==> src/rtl/axi4_host_pkg.sv <==
// axi4_host_pkg: shared types and constants for the single-outstanding AXI4 host master.
// Contents: FSM state enum, AXI burst/response encodings, AxSIZE-from-strobe-width helper.
package axi4_host_pkg;
    typedef enum logic [2:0] {IDLE, WADDR, WRESP, RADDR, RDATA, RSP} state_t;
    localparam logic [1:0] BURST_INCR  = 2'b01;
    localparam logic [1:0] RESP_OKAY   = 2'b00;
    localparam logic [1:0] RESP_SLVERR = 2'b10;
    function automatic logic [2:0] size_from_strb(input int strb_width);
        return 3'($clog2(strb_width));
    endfunction
endpackage

==> src/rtl/axi4_host_master.sv <==
// axi4_host_master: converts single-beat commands into AXI4 write/read transactions, one at a time.
// Ports:
//   clk, rst_n                      clock, asynchronous active-low reset
//   cmd_valid/ready, cmd_write      command handshake and direction (1 = write)
//   cmd_id/addr/wdata/wstrb         command fields, latched on accept
//   rsp_valid/ready                 completion handshake
//   rsp_write/rdata/resp/err        completion type, read data, AXI resp, protocol-error flag
//   hostCtrl_aw*/w*/b*/ar*/r*       AXI4 master channels (single beat, INCR, registered outputs)
module axi4_host_master
    import axi4_host_pkg::*;
#(
    parameter int DATA_WIDTH = 32,
    parameter int ADDR_WIDTH = 16,
    parameter int ID_WIDTH   = 8,
    parameter int TIMEOUT    = 1023,
    localparam int STRB_WIDTH = DATA_WIDTH / 8
) (
    input  logic                  clk,
    input  logic                  rst_n,
    input  logic                  cmd_valid,
    output logic                  cmd_ready,
    input  logic                  cmd_write,
    input  logic [ID_WIDTH-1:0]   cmd_id,
    input  logic [ADDR_WIDTH-1:0] cmd_addr,
    input  logic [DATA_WIDTH-1:0] cmd_wdata,
    input  logic [STRB_WIDTH-1:0] cmd_wstrb,
    output logic                  rsp_valid,
    input  logic                  rsp_ready,
    output logic                  rsp_write,
    output logic [DATA_WIDTH-1:0] rsp_rdata,
    output logic [1:0]            rsp_resp,
    output logic                  rsp_err,
    output logic                  hostCtrl_awvalid,
    input  logic                  hostCtrl_awready,
    output logic [ID_WIDTH-1:0]   hostCtrl_awid,
    output logic [ADDR_WIDTH-1:0] hostCtrl_awaddr,
    output logic [7:0]            hostCtrl_awlen,
    output logic [2:0]            hostCtrl_awsize,
    output logic [1:0]            hostCtrl_awburst,
    output logic                  hostCtrl_awlock,
    output logic [3:0]            hostCtrl_awcache,
    output logic [2:0]            hostCtrl_awprot,
    output logic                  hostCtrl_wvalid,
    input  logic                  hostCtrl_wready,
    output logic [DATA_WIDTH-1:0] hostCtrl_wdata,
    output logic [STRB_WIDTH-1:0] hostCtrl_wstrb,
    output logic                  hostCtrl_wlast,
    input  logic                  hostCtrl_bvalid,
    output logic                  hostCtrl_bready,
    input  logic [ID_WIDTH-1:0]   hostCtrl_bid,
    input  logic [1:0]            hostCtrl_bresp,
    output logic                  hostCtrl_arvalid,
    input  logic                  hostCtrl_arready,
    output logic [ID_WIDTH-1:0]   hostCtrl_arid,
    output logic [ADDR_WIDTH-1:0] hostCtrl_araddr,
    output logic [7:0]            hostCtrl_arlen,
    output logic [2:0]            hostCtrl_arsize,
    output logic [1:0]            hostCtrl_arburst,
    output logic                  hostCtrl_arlock,
    output logic [3:0]            hostCtrl_arcache,
    output logic [2:0]            hostCtrl_arprot,
    input  logic                  hostCtrl_rvalid,
    output logic                  hostCtrl_rready,
    input  logic [ID_WIDTH-1:0]   hostCtrl_rid,
    input  logic [DATA_WIDTH-1:0] hostCtrl_rdata,
    input  logic [1:0]            hostCtrl_rresp,
    input  logic                  hostCtrl_rlast
);
    // Width 1 when the timeout is disabled so the counter stays a legal vector.
    localparam int CNT_W = (TIMEOUT > 0) ? $clog2(TIMEOUT + 1) : 1;
    localparam logic [CNT_W-1:0] CNT_LAST = CNT_W'((TIMEOUT > 0) ? TIMEOUT - 1 : 0);

    state_t                state, state_n;
    logic [CNT_W-1:0]      cnt;
    logic                  expired;
    logic                  write_q;
    logic [ID_WIDTH-1:0]   id_q;
    logic [ADDR_WIDTH-1:0] addr_q;
    logic [DATA_WIDTH-1:0] wdata_q;
    logic [STRB_WIDTH-1:0] wstrb_q;

    // Counter holds the number of completed waiting cycles; the last one expires here.
    assign expired = (TIMEOUT != 0) && (cnt == CNT_LAST);

    assign hostCtrl_awid    = id_q;
    assign hostCtrl_awaddr  = addr_q;
    assign hostCtrl_awlen   = 8'd0;
    assign hostCtrl_awsize  = size_from_strb(STRB_WIDTH);
    assign hostCtrl_awburst = BURST_INCR;
    assign hostCtrl_awlock  = 1'b0;
    assign hostCtrl_awcache = 4'd0;
    assign hostCtrl_awprot  = 3'd0;
    assign hostCtrl_wdata   = wdata_q;
    assign hostCtrl_wstrb   = wstrb_q;
    assign hostCtrl_wlast   = 1'b1;
    assign hostCtrl_arid    = id_q;
    assign hostCtrl_araddr  = addr_q;
    assign hostCtrl_arlen   = 8'd0;
    assign hostCtrl_arsize  = size_from_strb(STRB_WIDTH);
    assign hostCtrl_arburst = BURST_INCR;
    assign hostCtrl_arlock  = 1'b0;
    assign hostCtrl_arcache = 4'd0;
    assign hostCtrl_arprot  = 3'd0;
    assign rsp_write        = write_q;

    always_ff @(posedge clk or negedge rst_n) begin
        if (!rst_n) state <= IDLE;
        else        state <= state_n;
    end

    // WADDR leaves once each channel has either finished earlier (valid already low) or completes now.
    always_comb begin
        state_n = state;
        case (state)
            IDLE:    if (cmd_valid && cmd_ready) state_n = cmd_write ? WADDR : RADDR;
            WADDR:   if ((!hostCtrl_awvalid || hostCtrl_awready) && (!hostCtrl_wvalid || hostCtrl_wready)) state_n = WRESP;
            WRESP:   if (hostCtrl_bvalid || expired) state_n = RSP;
            RADDR:   if (hostCtrl_arready) state_n = RDATA;
            RDATA:   if (hostCtrl_rvalid || expired) state_n = RSP;
            RSP:     if (rsp_ready) state_n = IDLE;
            default: state_n = IDLE;
        endcase
    end

    // Handshake outputs are registered decodes of the next state.
    always_ff @(posedge clk or negedge rst_n) begin
        if (!rst_n) begin
            cmd_ready        <= 1'b0;
            hostCtrl_awvalid <= 1'b0;
            hostCtrl_wvalid  <= 1'b0;
            hostCtrl_arvalid <= 1'b0;
            hostCtrl_bready  <= 1'b0;
            hostCtrl_rready  <= 1'b0;
            rsp_valid        <= 1'b0;
        end else begin
            cmd_ready        <= state_n == IDLE;
            hostCtrl_awvalid <= state_n == WADDR && (state == IDLE || (hostCtrl_awvalid && !hostCtrl_awready));
            hostCtrl_wvalid  <= state_n == WADDR && (state == IDLE || (hostCtrl_wvalid && !hostCtrl_wready));
            hostCtrl_arvalid <= state_n == RADDR;
            hostCtrl_bready  <= state_n == WRESP;
            hostCtrl_rready  <= state_n == RDATA;
            rsp_valid        <= state_n == RSP;
        end
    end

    always_ff @(posedge clk or negedge rst_n) begin
        if (!rst_n) cnt <= '0;
        else        cnt <= (state_n == state && (state == WRESP || state == RDATA)) ? cnt + 1'b1 : '0;
    end

    always_ff @(posedge clk or negedge rst_n) begin
        if (!rst_n) begin
            write_q <= 1'b0;
            id_q    <= '0;
            addr_q  <= '0;
            wdata_q <= '0;
            wstrb_q <= '0;
        end else if (state == IDLE && cmd_valid && cmd_ready) begin
            write_q <= cmd_write;
            id_q    <= cmd_id;
            addr_q  <= cmd_addr;
            wdata_q <= cmd_wdata;
            wstrb_q <= cmd_wstrb;
        end
    end

    // A real B/R beat wins over a timeout expiring in the same cycle.
    always_ff @(posedge clk or negedge rst_n) begin
        if (!rst_n) begin
            rsp_rdata <= '0;
            rsp_resp  <= RESP_OKAY;
            rsp_err   <= 1'b0;
        end else if (state == WRESP && hostCtrl_bvalid) begin
            rsp_rdata <= '0;
            rsp_resp  <= hostCtrl_bresp;
            rsp_err   <= hostCtrl_bid != id_q;
        end else if (state == RDATA && hostCtrl_rvalid) begin
            rsp_rdata <= hostCtrl_rdata;
            rsp_resp  <= hostCtrl_rresp;
            rsp_err   <= (hostCtrl_rid != id_q) || !hostCtrl_rlast;
        end else if ((state == WRESP || state == RDATA) && expired) begin
            rsp_rdata <= '0;
            rsp_resp  <= RESP_SLVERR;
            rsp_err   <= 1'b1;
        end
    end
endmodule

==> config.mk <==
export PLATFORM = sky130hd
export DESIGN_NAME = axi4_host_master
export DESIGN_NICKNAME = d
export VERILOG_FILES = /design/src/rtl/axi4_host_pkg.sv /design/src/rtl/axi4_host_master.sv
export SDC_FILE = /design/constraint.sdc
export NUM_CORES = 1
export LEC_CHECK = 0
export ABC_CLOCK_PERIOD_IN_PS = 2400
export CORE_AREA = 4 4 118 120
export DETAILED_ROUTE_END_ITERATION = 6
export DIE_AREA = 0 0 122 124
export PLACE_DENSITY = 0.86
export REMOVE_ABC_BUFFERS = 1
export SLEW_MARGIN = 20
export SYNTH_ARGS = -nofsm -noshare
export SYNTH_HDL_FRONTEND = slang
export SYNTH_SLANG_ARGS = --single-unit
==> constraint.sdc <==
create_clock -name clk -period 2.4 [get_ports clk]
set_input_delay 0.24 -clock clk [delete_from_list [all_inputs] [get_ports clk]]
set_output_delay 0.24 -clock clk [all_outputs]
set_load 0.05 [all_outputs]
==> results.tsv <==
metric	value	unit
status	complete, no violations	
Slowest cell on crit path	o21ai_4	
Core ar.	13000	um^2
initial antenna violation count	0	
Startpoint Class	flop	
Post-Synthesis Cell Area	5490	um^2
Hold WC Path Type	input pin to async pin	
clock slew at reported path FFs	50	ps
FP Rows	42	
ys async rst share	100	%
period utilization	85.6	%
dpl cell area	7860	um^2
Worst Path Max Fanout	33	
MaxCap Viol Count	0	
Hold Fails Final Rpt	0	
share of cells above drive strength 1	6.52	%
RSZ-0062 raised after global routing	no	
peak supply drop	0.00107	V
Total Wirelength	15600	um
first-pass GRT wire length	23800	um
Post-synth top flop	dfrtp_1	
DP Wirelength	11700	um
starting density of the core	42.3	%
number of synthesized flops with an enable pin	0	
Pleak	0.00382	uW
clock tree root driver cell	clkbuf_16	
Synth Area per Inst	9.03	um^2
GRT Overall Usage	20.3	%
Rel. slew slack	54.2	%
Synth Register Bits	116	
Congestion Overflow GR	0	
highest-count cells in the layout ignoring fill and taps	nand2_1, clkdlybuf4s50_1, dfrtp_1	
YS warnings	0	
post-layout minimum cycle time	2060	ps
Die Ht	124	um
max-slew violations	0	
slew at the pin closest to its max-slew limit	684	ps
Seq/Total Area, Yosys	52.9	%
Area Growth Syn to Fin	53.8	%
most common cell after layout, fill and taps aside	nand2_1	
fmax	487	MHz
kind of critical path	flop to flop	
fin nets	959	
gpl congestion	0.835	
htree depth	4	
Mapped Cells	608	
vias in the first global route	4772	
clock buffer depth	2	
Pwr Density	1530	nW/um^2
buffer and inverter count on the worst path	1	
Design Area, Final	8440	um^2
number of setup violations in the final report	0	
CP Capture Type	flop	
Avg Vias per Cell	4.62	
DR pass1 iterations	4	
Die Area	15100	um^2
Inserted Clock Buffers	17	
die span in x	122	um
Crit path arrival time	2280	ps
routed len/inst	15.3	um
via count	4712	
Synth cell types	51	
worst skew pair latency	400	ps
Final Util	65.0	%
CTS tree	built	
Worst EP required	2630	ps
CP top delay family	compound AO/OA/AOI/OAI gates	
RR Startpoint	cnt[0]$_DFF_PN0_	
Hold WS	364	ps
worst-path cell chain	inv_1 > ha_1 > nand3_1 > or3_4 > o21ai_4 > o21ai_0	
Residual DRC	0	
max incr delay on CP	550	ps
Setup crit start	cnt[0]$_DFF_PN0_	
Final Skew	5.24	ps
number of DRC markers in iteration 0	242	
I/O pin count	293	
Inserted Diodes	0	
CTS sink cnt	116	
antenna viol nets, final	0	
largest net degree at the start of global routing	62	
number of port buffers	249	
==> worst register-to-register path, stage by stage (launching register included) <==
cell	delay, ps
dfrtp_1	410
inv_1	70
ha_1	130
nand3_1	100
or3_4	370
o21ai_4	550
o21ai_0	250
==> timing repair <==
item,4_1_cts,5_1_grt
gates resized for setup,1,0
hold buffers,1,0
endpoints found under the setup margin,1,0
endpoints found under the hold margin,38,0
setup buffers,0,0
==> final timing paths <==
| kind | slack, ps | cells after the start | end |
|---|---|---|---|
| max in group asynchronous | 1360 | 3 | cmd_ready$_DFF_PN0_ |
| hold / removal | 360 | 2 | rsp_rdata[29]$_DFFE_PN0P_ |
| setup / recovery | 340 | 6 | rsp_rdata[13]$_DFFE_PN0P_ |
| hold reg to reg | 470 | 2 | hostCtrl_wdata[3]$_DFFE_PN0P_ |
| min in group clk | 360 | 3 | hostCtrl_araddr[7]$_DFFE_PN0P_ |
| setup reg to reg | 340 | 6 | rsp_rdata[13]$_DFFE_PN0P_ |
==> layout make-up <==
cell class	instances	area [um^2]
Tap cell	176	220
Fill cell	1047	4540
Sequential cell	116	2900
Inverter	4	15.0
Multi-Input combinational cell	435	2120
Clock inverter	4	45.0
Clock buffer	25	526
Timing Repair Buffer	260	2610
==> layer usage <==
metal	global-route usage [%]	routed length, um
met2	33.2	7700
met4	5.95	187
met3	8.76	1360
met5	0	0
met1	24.4	6350
==> sequential cells by signal, summed over array words and instances (netlist names), 2 cells and up <==
register / flops
cnt: 10
hostCtrl_araddr: 16
hostCtrl_arid: 8
hostCtrl_wdata: 32
hostCtrl_wstrb: 4
rsp_rdata: 32
rsp_resp: 2
state: 3
==> metrics by stage <==
step,setup WS (ps),power [uW],instances,TNS (ps)
global placement,137,10400,990,0
detailed placement,31.4,10500,990,0
finish,345,12900,1020,0
global route,128,13600,1020,0
floorplan,-1320,7860,555,-36780
CTS,317,13000,1020,0
==> cells by family (layout without fill, tap and decap cells) <==
kind of cell / count (synthesis) / count (layout) / synth area share [%]
and+or+nand+nor: 312 / 312 / 24.6
DFF: 116 / 116 / 52.9
buffers and inverters: 98 / 293 / 11.7
AOI/OAI and AO/OA: 54 / 54 / 6.38
xor gates and xnor gates: 24 / 24 / 3.83
adders and majority gates: 2 / 2 / 0.456
other: 2 / 43 / 0.137
==> synth_stat cells, types with 2 or more instances <==
cell,count,area (um^2)
nand2_1,252,946
dfrtp_1,116,2900
buf_4,69,518
o21ai_0,33,165
xnor2_1,20,175
nor3_1,14,70.1
clkbuf_1,12,45.0
buf_2,10,50.1
nor2_1,8,30.0
nand2b_1,6,37.5
nand4_1,6,37.5
inv_1,4,15.0
nand3_1,4,20.0
xor2_1,4,35.0
a21oi_1,3,15.0
clkbuf_2,3,15.0
nor2b_1,3,18.8
a2111oi_2,2,30.0
a21o_1,2,15.0
and3_1,2,12.5
conb_1,2,7.51
ha_1,2,25.0
nor4bb_1,2,20.0
or3b_1,2,17.5
==> report_power, final <==
group	internal (uW)	total, uW	leakage [uW]	switching [uW]
Combinational	2300	7180	0.00205	4870
Sequential	2740	3330	0.00148	599
Clock	1590	2410	0.000287	812
Total	6630	12900	0.00382	6290
(Power assumes the default switching activity.)
